$ cat src/rtl/decode_queue_pkg.sv
// Shared definitions for the decode queue: widths, opcode constants,
// the raw queue entry layout and the immediate-format selector.
package decode_queue_pkg;

   localparam int INST_WID = 32;
   localparam int ADDR_WID = 32;
   localparam int REG_WID  = 5;

   localparam logic [6:0] OPCODE_L     = 7'b0000011;
   localparam logic [6:0] OPCODE_S     = 7'b0100011;
   localparam logic [6:0] OPCODE_CAL   = 7'b0110011;
   localparam logic [6:0] OPCODE_CALI  = 7'b0010011;
   localparam logic [6:0] OPCODE_B     = 7'b1100011;
   localparam logic [6:0] OPCODE_LUI   = 7'b0110111;
   localparam logic [6:0] OPCODE_AUIPC = 7'b0010111;
   localparam logic [6:0] OPCODE_JAL   = 7'b1101111;
   localparam logic [6:0] OPCODE_JALR  = 7'b1100111;

   typedef struct packed {
      logic [INST_WID-1:0] inst;
      logic [ADDR_WID-1:0] pc;
      logic                pred_jump;
   } entry_t;

   typedef enum logic [2:0] {
      FMT_NONE,
      FMT_I,
      FMT_ISH,
      FMT_S,
      FMT_B,
      FMT_U,
      FMT_J
   } imm_fmt_e;

endpackage

$ cat src/rtl/decode_queue_core.sv
// Purely combinational instruction decoder: splits one raw instruction into
// fields, sign-extended immediate, operand-usage flags and an illegal flag.
module decode_core
   import decode_queue_pkg::*;
(
   input  logic [INST_WID-1:0] i_inst,
   output logic [6:0]          o_opcode,
   output logic [2:0]          o_funct3,
   output logic                o_funct7,
   output logic [REG_WID-1:0]  o_rd,
   output logic [REG_WID-1:0]  o_rs1,
   output logic [REG_WID-1:0]  o_rs2,
   output logic [INST_WID-1:0] o_imm,
   output logic                o_use_rd,
   output logic                o_use_rs1,
   output logic                o_use_rs2,
   output logic                o_illegal
);

   logic [6:0]         w_op;
   logic [2:0]         w_f3;
   logic [REG_WID-1:0] w_rd;
   logic [REG_WID-1:0] w_rs1;
   logic [REG_WID-1:0] w_rs2;
   imm_fmt_e           w_fmt;
   logic               w_has_rd;
   logic               w_has_rs1;
   logic               w_has_rs2;
   logic               w_has_f3;
   logic               w_has_f7;
   logic               w_illegal;
   logic               w_is_shift;

   assign w_op       = i_inst[6:0];
   assign w_rd       = i_inst[11:7];
   assign w_f3       = i_inst[14:12];
   assign w_rs1      = i_inst[19:15];
   assign w_rs2      = i_inst[24:20];
   assign w_is_shift = (w_f3 == 3'b001) | (w_f3 == 3'b101);

   always_comb begin
      w_fmt     = FMT_NONE;
      w_has_rd  = 1'b0;
      w_has_rs1 = 1'b0;
      w_has_rs2 = 1'b0;
      w_has_f3  = 1'b0;
      w_has_f7  = 1'b0;
      w_illegal = 1'b0;
      case (w_op)
         OPCODE_L: begin
            w_fmt     = FMT_I;
            w_has_rd  = 1'b1;
            w_has_rs1 = 1'b1;
            w_has_f3  = 1'b1;
         end
         OPCODE_S: begin
            w_fmt     = FMT_S;
            w_has_rs1 = 1'b1;
            w_has_rs2 = 1'b1;
            w_has_f3  = 1'b1;
         end
         OPCODE_CAL: begin
            w_has_rd  = 1'b1;
            w_has_rs1 = 1'b1;
            w_has_rs2 = 1'b1;
            w_has_f3  = 1'b1;
            w_has_f7  = 1'b1;
         end
         OPCODE_CALI: begin
            w_fmt     = w_is_shift ? FMT_ISH : FMT_I;
            w_has_rd  = 1'b1;
            w_has_rs1 = 1'b1;
            w_has_f3  = 1'b1;
            w_has_f7  = w_is_shift;
         end
         OPCODE_B: begin
            w_fmt     = FMT_B;
            w_has_rs1 = 1'b1;
            w_has_rs2 = 1'b1;
            w_has_f3  = 1'b1;
         end
         OPCODE_LUI, OPCODE_AUIPC: begin
            w_fmt     = FMT_U;
            w_has_rd  = 1'b1;
         end
         OPCODE_JAL: begin
            w_fmt     = FMT_J;
            w_has_rd  = 1'b1;
         end
         OPCODE_JALR: begin
            w_fmt     = FMT_I;
            w_has_rd  = 1'b1;
            w_has_rs1 = 1'b1;
            w_has_f3  = 1'b1;
         end
         default: w_illegal = 1'b1;
      endcase
   end

   always_comb begin
      o_imm = '0;
      case (w_fmt)
         FMT_I:   o_imm = {{20{i_inst[31]}}, i_inst[31:20]};
         FMT_ISH: o_imm = {27'd0, i_inst[24:20]};
         FMT_S:   o_imm = {{20{i_inst[31]}}, i_inst[31:25], i_inst[11:7]};
         FMT_B:   o_imm = {{19{i_inst[31]}}, i_inst[31], i_inst[7],
                           i_inst[30:25], i_inst[11:8], 1'b0};
         FMT_U:   o_imm = {i_inst[31:12], 12'd0};
         FMT_J:   o_imm = {{11{i_inst[31]}}, i_inst[31], i_inst[19:12],
                           i_inst[20], i_inst[30:21], 1'b0};
         default: o_imm = '0;
      endcase
   end

   // Register fields a format does not carry read as zero; rd = x0 is never a write.
   assign o_opcode  = w_op;
   assign o_funct3  = w_has_f3  ? w_f3  : '0;
   assign o_funct7  = w_has_f7  & i_inst[30];
   assign o_rd      = w_has_rd  ? w_rd  : '0;
   assign o_rs1     = w_has_rs1 ? w_rs1 : '0;
   assign o_rs2     = w_has_rs2 ? w_rs2 : '0;
   assign o_use_rd  = w_has_rd & (w_rd != '0);
   assign o_use_rs1 = w_has_rs1;
   assign o_use_rs2 = w_has_rs2;
   assign o_illegal = w_illegal;

endmodule

$ cat src/rtl/decode_queue.sv
// Instruction queue holding raw fetched instructions; the head entry is
// decoded combinationally and presented to dispatch.
module decode_queue
   import decode_queue_pkg::*;
#(
   parameter int DEPTH = 4,
   parameter int CNT_W = $clog2(DEPTH) + 1
)(
   input  logic                clk,
   input  logic                rst,
   input  logic                rdy,
   input  logic                rollback,
   input  logic                in_valid,
   input  logic [INST_WID-1:0] in_inst,
   input  logic [ADDR_WID-1:0] in_pc,
   input  logic                in_pred_jump,
   output logic                in_ready,
   output logic                out_valid,
   input  logic                out_ready,
   output logic [6:0]          out_opcode,
   output logic [2:0]          out_funct3,
   output logic                out_funct7,
   output logic [REG_WID-1:0]  out_rd,
   output logic [REG_WID-1:0]  out_rs1,
   output logic [REG_WID-1:0]  out_rs2,
   output logic [INST_WID-1:0] out_imm,
   output logic [ADDR_WID-1:0] out_pc,
   output logic                out_pred_jump,
   output logic                out_use_rd,
   output logic                out_use_rs1,
   output logic                out_use_rs2,
   output logic                out_illegal,
   output logic [CNT_W-1:0]    count
);

   localparam int               PTR_W    = $clog2(DEPTH);
   localparam logic [CNT_W-1:0] FULL_CNT = CNT_W'(DEPTH);

   entry_t             r_mem [DEPTH];
   logic [PTR_W-1:0]   r_wptr;
   logic [PTR_W-1:0]   r_rptr;
   logic [CNT_W-1:0]   r_count;

   logic               w_push;
   logic               w_pop;
   entry_t             w_head;
   logic [6:0]         w_opcode;
   logic [2:0]         w_funct3;
   logic               w_funct7;
   logic [REG_WID-1:0] w_rd;
   logic [REG_WID-1:0] w_rs1;
   logic [REG_WID-1:0] w_rs2;
   logic [INST_WID-1:0] w_imm;
   logic               w_use_rd;
   logic               w_use_rs1;
   logic               w_use_rs2;
   logic               w_illegal;

   // in_ready looks only at occupancy, so a full queue refuses a push even
   // when the head is popped in the same cycle.
   assign in_ready  = (r_count != FULL_CNT) & rst;
   assign out_valid = (r_count != '0) & ~rollback;
   assign w_push    = in_valid & in_ready & rdy & ~rollback;
   assign w_pop     = out_valid & out_ready & rdy;
   assign count     = r_count;

   always_ff @(posedge clk) begin
      if (w_push) begin
         r_mem[r_wptr] <= '{inst: in_inst, pc: in_pc, pred_jump: in_pred_jump};
      end
   end

   always_ff @(posedge clk or negedge rst) begin
      if (!rst) begin
         r_wptr  <= '0;
         r_rptr  <= '0;
         r_count <= '0;
      end else if (rdy) begin
         if (rollback) begin
            r_rptr  <= r_wptr;
            r_count <= '0;
         end else begin
            if (w_push) r_wptr <= r_wptr + PTR_W'(1);
            if (w_pop)  r_rptr <= r_rptr + PTR_W'(1);
            case ({w_push, w_pop})
               2'b10:   r_count <= r_count + CNT_W'(1);
               2'b01:   r_count <= r_count - CNT_W'(1);
               default: r_count <= r_count;
            endcase
         end
      end
   end

   assign w_head = r_mem[r_rptr];

   decode_core u_decode_core (
      .i_inst    (w_head.inst),
      .o_opcode  (w_opcode),
      .o_funct3  (w_funct3),
      .o_funct7  (w_funct7),
      .o_rd      (w_rd),
      .o_rs1     (w_rs1),
      .o_rs2     (w_rs2),
      .o_imm     (w_imm),
      .o_use_rd  (w_use_rd),
      .o_use_rs1 (w_use_rs1),
      .o_use_rs2 (w_use_rs2),
      .o_illegal (w_illegal)
   );

   // Storage is never reset, so every data output is gated by out_valid.
   assign out_opcode    = out_valid ? w_opcode         : '0;
   assign out_funct3    = out_valid ? w_funct3         : '0;
   assign out_funct7    = out_valid & w_funct7;
   assign out_rd        = out_valid ? w_rd             : '0;
   assign out_rs1       = out_valid ? w_rs1            : '0;
   assign out_rs2       = out_valid ? w_rs2            : '0;
   assign out_imm       = out_valid ? w_imm            : '0;
   assign out_pc        = out_valid ? w_head.pc        : '0;
   assign out_pred_jump = out_valid & w_head.pred_jump;
   assign out_use_rd    = out_valid & w_use_rd;
   assign out_use_rs1   = out_valid & w_use_rs1;
   assign out_use_rs2   = out_valid & w_use_rs2;
   assign out_illegal   = out_valid & w_illegal;

endmodule

$ cat config.mk
export PLATFORM = sky130hd
export DESIGN_NAME = decode_queue
export DESIGN_NICKNAME = d
export VERILOG_FILES = /design/src/rtl/decode_queue_pkg.sv /design/src/rtl/decode_queue_core.sv /design/src/rtl/decode_queue.sv
export SDC_FILE = /design/constraint.sdc
export NUM_CORES = 1
export LEC_CHECK = 0
export BUFFER_PORTS_ARGS = -buffer_cell sky130_fd_sc_hd__buf_2
export CAP_MARGIN = 0
export CORE_ASPECT_RATIO = 1.1
export CORE_MARGIN = 10
export CORE_UTILIZATION = 51
export CTS_CLUSTER_SIZE = 40
export DETAILED_ROUTE_END_ITERATION = 6
export HOLD_SLACK_MARGIN = 0.06
export PLACE_DENSITY = 0.85
export SYNTH_ARGS = -nofsm -noshare
export SYNTH_HDL_FRONTEND = slang
export SYNTH_SLANG_ARGS = --single-unit
$ cat constraint.sdc
create_clock -name clk -period 3.25 [get_ports clk]
set_clock_uncertainty 0.15 [all_clocks]
set_input_delay 0.325 -clock clk [delete_from_list [all_inputs] [get_ports clk]]
set_output_delay 0.325 -clock clk [all_outputs]
set_load 0.02 [all_outputs]
; ---- Yosys cells after proc, flatten, opt, wreduce, memory -nomap -nowiden
; Memory sizes are Yosys's and may differ from the RTL's.
; Cells that the tools add are included.
[word_totals]
ff_bits = 7
in_bits = 71
output_inout_bits = 100
n_memories = 1
wordCells = 83
mem_bits_rw = 260
[op_classes]
n_bitwise = 17
n_mux = 25
add_sub_neg = 4
n_eq_ne = 20
reduce_logical = 13
[memory_table]
columns = name, words, word_bits, read_ports, rd_clocked_by_memory_dff, write_ports, line
row1 = r_mem, 4, 65, 1, 0, 1, decode_queue.sv:39  ; entry_t r_mem [DEPTH];
[op_table]
columns = cell, n
row1 = $pmux W32 S6, 1
row2 = $mux W32, 2
row3 = $mux W5, 6
row4 = $eq A7 B6 Y1 const B, 3
row5 = $eq A7 B7 Y1 const B, 3
row6 = $pmux W3 S6, 1
row7 = $and A1 B1 Y1, 15
row8 = $eq A7 B5 Y1 const B, 2
row9 = $eq A3 B3 Y1 const B, 4
row10 = $mux W3, 3
row11 = $reduce_or A9 Y1, 1
row12 = $eq A7 B2 Y1 const B, 1
row13 = $mux W7, 1
row14 = $reduce_or A7 Y1, 1
row15 = $eq A3 B1 Y1 const B, 2
row16 = $eq A3 B2 Y1 const B, 2
row17 = $mux W1, 6
row18 = $mux W2, 3
row19 = $pmux W3 S2, 1
row20 = $reduce_bool A3 Y1, 2
row21 = $reduce_or A6 Y1, 1
row22 = $reduce_bool A5 Y1, 1
row23 = $add A2 B1 Y2 const B, 2
row24 = $reduce_and A2 Y1, 2
row25 = other kinds (12), 13

; ---- Depth between registers and ports, before layout
[logic_depth]
word_depth = 8
mapped_depth = 9
mapped_depth_nobuf = 7

; ---- Cells and area by module
; A second synthesis with hierarchy kept.
[unflattened]
hier_cells = 656
hier_area_um2 = 11408.4
[by_module_without_submodules]
columns = module, n_inst, area_each_um2, seq_area_each_um2, cells_per_inst
row1 = decode_queue, 1, 10528.8, 7982.7, 508
row2 = decode_core, 1, 879.6, 0.0, 148

; ---- Worst setup path after synthesis
; Ideal clock, no wire load.
[synth_timing]
path_kind = flip-flop to flip-flop
startpoint = reg r_count[2], in the netlist count[2]
endpoint = mem r_mem[0][0] in the netlist's numbering, enable pin
arrival_ns = 2.943
path_stages_with_launch = 6
setup_slack_ns = -0.273
required_ns = 2.670
n_path_buf = 1
path_cell_list = dfrtp_1 -> or3b_2 -> and2_1 -> and4b_1 -> clkbuf_1 -> and2_1
[synth_via]
elab_chain_len = 7
[synth_rtl]
columns = element, line
row1 = from (decl), decode_queue.sv:42  ; logic [CNT_W-1:0] r_count;
row2 = from (signal assigned), decode_queue.sv:86  ; 2'b10: r_count <= r_count + CNT_W'(1);
row3 = from (signal assigned), decode_queue.sv:87  ; 2'b01: r_count <= r_count - CNT_W'(1);
row4 = from (signal assigned), decode_queue.sv:88  ; default: r_count <= r_count;
row5 = $ne A3 B3 Y1, decode_queue.sv:61  ; assign in_ready = (r_count != FULL_CNT) & rst;
row6 = $and A1 B1 Y1, decode_queue.sv:61
row7 = via in_ready, decode_queue.sv:17  ; output logic in_ready,
row8 = $and A1 B1 Y1 (3 in series), decode_queue.sv:63  ; assign w_push = in_valid & in_ready & rdy & ~rollback;
row9 = $mux W1, decode_queue.sv:68  ; if (w_push) begin
row10 = $mux W1 (implied by the code), decode_queue.sv:69  ; r_mem[r_wptr] <= '{inst: in_inst, pc: in_pc, pred_jump: in_pred_jump};
row11 = to (decl), decode_queue.sv:39
; The timed path passes the listed nets, and every way through them passes these cells.

; ---- Worst setup path in the final report
[layout_timing]
startpoint = reg r_rptr[0]
endpoint = out out_imm[1]
[layout_via]
elab_chain_len = 8
[layout_rtl]
columns = element, line
row1 = from (decl), decode_queue.sv:41  ; logic [PTR_W-1:0] r_rptr;
row2 = from (signal assigned), decode_queue.sv:80  ; r_rptr <= r_wptr;
row3 = from (signal assigned), decode_queue.sv:84  ; if (w_pop) r_rptr <= r_rptr + PTR_W'(1);
row4 = $mem_v2 Z4 W65 (*), --
row5 = $eq A3 B1 Y1 / $eq A3 B3 Y1 (equally long branches), decode_queue_core.sv:39  ; assign w_is_shift = (w_f3 == 3'b001) | (w_f3 == 3'b101);
row6 = $or A1 B1 Y1, decode_queue_core.sv:39
row7 = $mux W2, decode_queue_core.sv:70  ; w_fmt = w_is_shift ? FMT_ISH : FMT_I;
row8 = $pmux W3 S6, decode_queue_core.sv:49  ; case (w_op)
row9 = "$eq A3 B3 Y1, or another cell as far along", decode_queue_core.sv:102  ; case (w_fmt)
row10 = $pmux W32 S6 (*), decode_queue_core.sv:102
row11 = $mux W32 (*), decode_queue.sv:118  ; assign out_imm = out_valid ? w_imm : '0;
row12 = to (decl), decode_queue.sv:26  ; output logic [INST_WID-1:0] out_imm,
; Every way passes the cells marked *; elsewhere a longest branch is shown, timed or not.

==> results by stage <==
Drt:
- After detailed routing, the number of remaining DRC violations is 0.
- The average wire per standard cell is 25.0 um.
- Before antenna repair, the detailed router went through 5 iterations.
- After the first detailed-routing iteration, the DRC count stood at 714.
- The number of routed nets with antenna violations is 0.
- The total length of routed wires is 29.9 mm.
- The via count of the routed design is 6911.
- The post-detailed-route via-to-cell ratio is 5.78.

Floorplanning:
- The placeable core region is 21300 sq um.
- The die outline height is 174 um.
- The number of I/O pins is 171.
- The die footprint is 28000 sq um.
- The initial cell density of the core is 0.519.
- The standard-cell row count is 56.
- The die is 160 um wide.

STA:
- Setup repair after global routing could not meet its margin everywhere.
- The number of hold violations in the final report came to 0.
- After layout, the worst setup slack is -0.359 ns.
- Headroom to the max-slew limit came out at 0.498.
- In the finished design, the share of the clock period the worst path needs comes to 1.11.
- Derived from the worst setup path, the maximum achievable clock frequency is 277 MHz.
- The number of setup violations in the final report is 54.
- The max-slew violation count is 0.
- For the pin with the worst max-slew slack, the measured transition is 0.753 ns.
- The final period demand of the worst path is 3.61 ns.

Power and ir drop:
- IR analysis of the VDD net gives a maximum drop of 0.559 mV.
- The total power divided by cell area is 734 nW/um^2.
- Summed over all cells, the static leakage comes to 5.32 nW.

GRT:
- The number of antenna violations at the first check in global routing is 4.
- The largest net degree at the start of global routing is 40.
- The wire length of the first global-routing pass is 43.6 mm.
- Summed over all layers, the global routing overflow is 0.
- For this run, the total global-route usage over all layers was measured as 0.199.
- The number of global-route vias before repair is 7356.

Logic synthesis:
- The fraction of post-synthesis cell area in the top cell type by area is 0.707.
- Synthesis instantiated 60 different standard cells from the library.
- Yosys printed 0 warnings.
- After synthesis the netlist holds a flip-flop and latch count of 267.
- The post-synthesis compound-gate area fraction came to 0.0395.
- Of the total synthesized cell area, the portion taken by AND, OR, NAND and NOR gates is 0.0761.
- Synthesis handed over a netlist of 579 instances.
- The proportion of synthesized flip-flops having asynchronous set or reset is 0.0262.
- For this run, the register share of the synthesized area comes to 0.723.
- The synthesized design contains 260 enable-type register cells.
- Summed over all instances, the cell type with the most area after synthesis is edfxtp_1.
- Sorting the synthesized cells by area gives the leading types as edfxtp_1, mux4_2, and2_1.
- For this run, the leading register cell type out of synthesis is edfxtp_1.
- The synthesized net count is 655.
- The post-synthesis adder-cell area fraction is 0.00634.
- The commonest cells after synthesis are edfxtp_1, mux4_2, and2_1, nand2_1, a21oi_1.
- The multiplexer area fraction after synthesis is 0.135.
- The average size of a mapped cell is 19.1 sq um.
- By area, the combinational part of the netlist is dominated by multiplexers.
- In this run the cell area of the synthesized design comes to 11000 sq um.
- The most numerous cell in the Yosys netlist is edfxtp_1.
- The post-synthesis share of cell area spent on xor and xnor gates is 0.000793.

Status:
- The checks that failed: negative setup slack.
- The run finished, with violations left.

Final layout:
- The layout overhead on the synthesized area is 35.5%.
- The fraction of layout cells with a size suffix above 1 is 0.454.
- The net count reported at finish is 957.
- Registers take 7990 sq um.
- Fill cells in the final layout number 1271.
- The total area of multi-input combinational cells is 3180 sq um.
- The core utilization of the finished layout is 0.703.

Setup path:
- The cell type group with the largest total delay on the critical path is buffers and inverters.
- The category of the worst setup path launch point is a register.
- STA classifies the critical path endpoint as an output pin.
- Traced cell by cell, the critical path runs through buf_6 -> mux4_2 -> or3_4 -> buf_4 -> a21oi_4 -> buf_6 -> o21ai_0 -> a21oi_1 -> buf_4.
- The data arrival time of the worst path is 3.13 ns.
- The critical path required time is 2.77 ns.
- On the worst path, the slowest cell contributes a delay of 0.55 ns.
- The maximum fanout along the worst path is 6.
- Together, buffers and inverters on the worst path number 4.
- The startpoint-to-endpoint class of the critical path is register to output pin.
- On the critical path, the stage with the largest delay is an instance of mux4_2.

Clock network:
- CTS built an H-tree with a depth of 1.
- Clock tree synthesis selected as its root buffer the cell clkbuf_16.
- The later pin in the worst-skew pair is clocked with a latency of 0.51 ns.
- The clock net in this run drives a total of 267 sinks.
- After clock tree synthesis, the clock-pin slew on the worst setup and hold paths is 0.06 ns.
- The CTS buffer count is 27.
- In this run the deepest clock path goes through 3 buffers.
- The clock tree from TritonCTS is built.

Flow run:
- Across the run, the number of max-cap violations was 0.

Place:
- Detailed placement ended at an HPWL of 16.3 mm.
- Routability-driven placement finished with a final weighted congestion of 0.900.
- The worst slack at placement is -0.0818 ns.
- Input and output buffers added on the ports amount to 170.

Hold path:
- The worst hold path belongs to the class primary input to register.
## worst register-to-register path: stages (launching register included)
cell and delay (ns):
dfrtp_1 0.46, or3b_2 0.54, a31oi_2 0.31, and3b_1 0.22
fa_1 0.18, mux2i_1 0.22, mux2i_1 0.23, o22ai_1 0.11
dlygate4sd3_1 0.57
## layout make-up
class,count,share of cell area
clock buffers,30,0.0459
diodes,5,0.000836
well taps,290,0.0242
repair buffers,303,0.161
multi-input cells,272,0.212
clock inverters,19,0.0198
inverters,10,0.00251
flip-flops and latches,267,0.534
## placed cells by master (no fill, tap or decap), types with 3 or more instances in the layout
| master | Yosys | final |
|---|---|---|
| nor3b_2 | 4 | 4 |
| a31oi_4 | 0 | 5 |
| o21ai_1 | 0 | 3 |
| buf_4 | 0 | 66 |
| dfrtp_1 | 7 | 5 |
| and2_4 | 0 | 15 |
| clkinv_2 | 0 | 6 |
| clkinv_1 | 0 | 3 |
| buf_12 | 0 | 5 |
| a31oi_1 | 10 | 3 |
| mux4_2 | 65 | 65 |
| nor2_1 | 9 | 7 |
| a21oi_1 | 17 | 12 |
| clkbuf_16 | 0 | 27 |
| bufinv_16 | 0 | 8 |
| a21oi_4 | 1 | 5 |
| edfxtp_1 | 260 | 260 |
| nand4_1 | 3 | 3 |
| ha_1 | 4 | 4 |
| diode_2 | 0 | 5 |
| o21ai_0 | 10 | 7 |
| inv_1 | 10 | 10 |
| a21oi_2 | 3 | 5 |
| and2_1 | 61 | 46 |
| a31oi_2 | 1 | 3 |
| nand2_1 | 29 | 29 |
| clkbuf_1 | 12 | 3 |
| buf_2 | 11 | 118 |
| o22ai_1 | 4 | 4 |
| dlygate4sd3_1 | 0 | 70 |
| buf_6 | 4 | 41 |
## power by group
| group | total, mW | switching [mW] | internal, mW |
|---|---|---|---|
| clock network | 3.39 | 1.24 | 2.15 |
| registers | 4.02 | 0.103 | 3.92 |
| logic | 3.58 | 1.97 | 1.61 |
## cells by family (layout without fill, tap and decap cells)
| family | Yosys count | count (layout) |
|---|---|---|
| fa+ha+maj | 5 | 5 |
| compound gates | 61 | 63 |
| xor+xnor | 1 | 1 |
| mux | 68 | 68 |
| flops | 267 | 267 |
| simple gates | 135 | 135 |
| other cells | 0 | 5 |
| buf+inv | 42 | 362 |
## repair_timing
action | 4_1_cts | 5_1_grt
endpoints found under the hold margin | 272 | 0
gates resized for setup | 78 | 87
buffers inserted | 20 | 6
gates cloned | 3 | 2
pin swaps | 11 | 20
endpoints found under the setup margin | 54 | 56
hold buffers | 70 | 0
## layer usage
metal	global-route usage	up-vias	wire length, um
met5	0	-	0
met1	0.236	3468	10800
met3	0.0425	96	2350
met4	0.0724	0	1100
met2	0.349	399	15700
li1	-	2948	-
## sequential cells by signal (all words and copies together), names as in the netlist
register	cells
r_rptr	2
count	3
r_wptr	2
r_mem	260
## through the flow
step,cell area (sq um),setup TNS (ns),power [mW],cells,hold slack [ns]
6_report,15000,-13.42,11.0,1196,0.222
5_1_grt,15000,-18.29,11.4,1195,0.223
4_1_cts,14600,-12.05,10.8,1183,0.160
2_1_floorplan,11100,0,6.11,579,-0.121
3_5_place_dp,12400,-1.04,7.01,1041,0.0370
3_3_place_gp,12400,-0.0288,6.94,1041,0.0429
## worst paths after layout
check                           startpoint    endpoint  slack (ns)  cells past startpoint
worst max-delay path             r_rptr[0]  out_imm[1]       -0.36                      9
max in group asynchronous              rst   r_rptr[1]        1.99                      3
min in group asynchronous              rst    count[2]        0.68                      3
worst min-delay path             out_ready   r_rptr[0]        0.22                      4
worst min register to register   r_wptr[0]   r_wptr[0]        0.52                      2
worst max register to register    count[0]    count[2]        0.16                      8
Note: power is estimated with default switching activity, not from simulation.
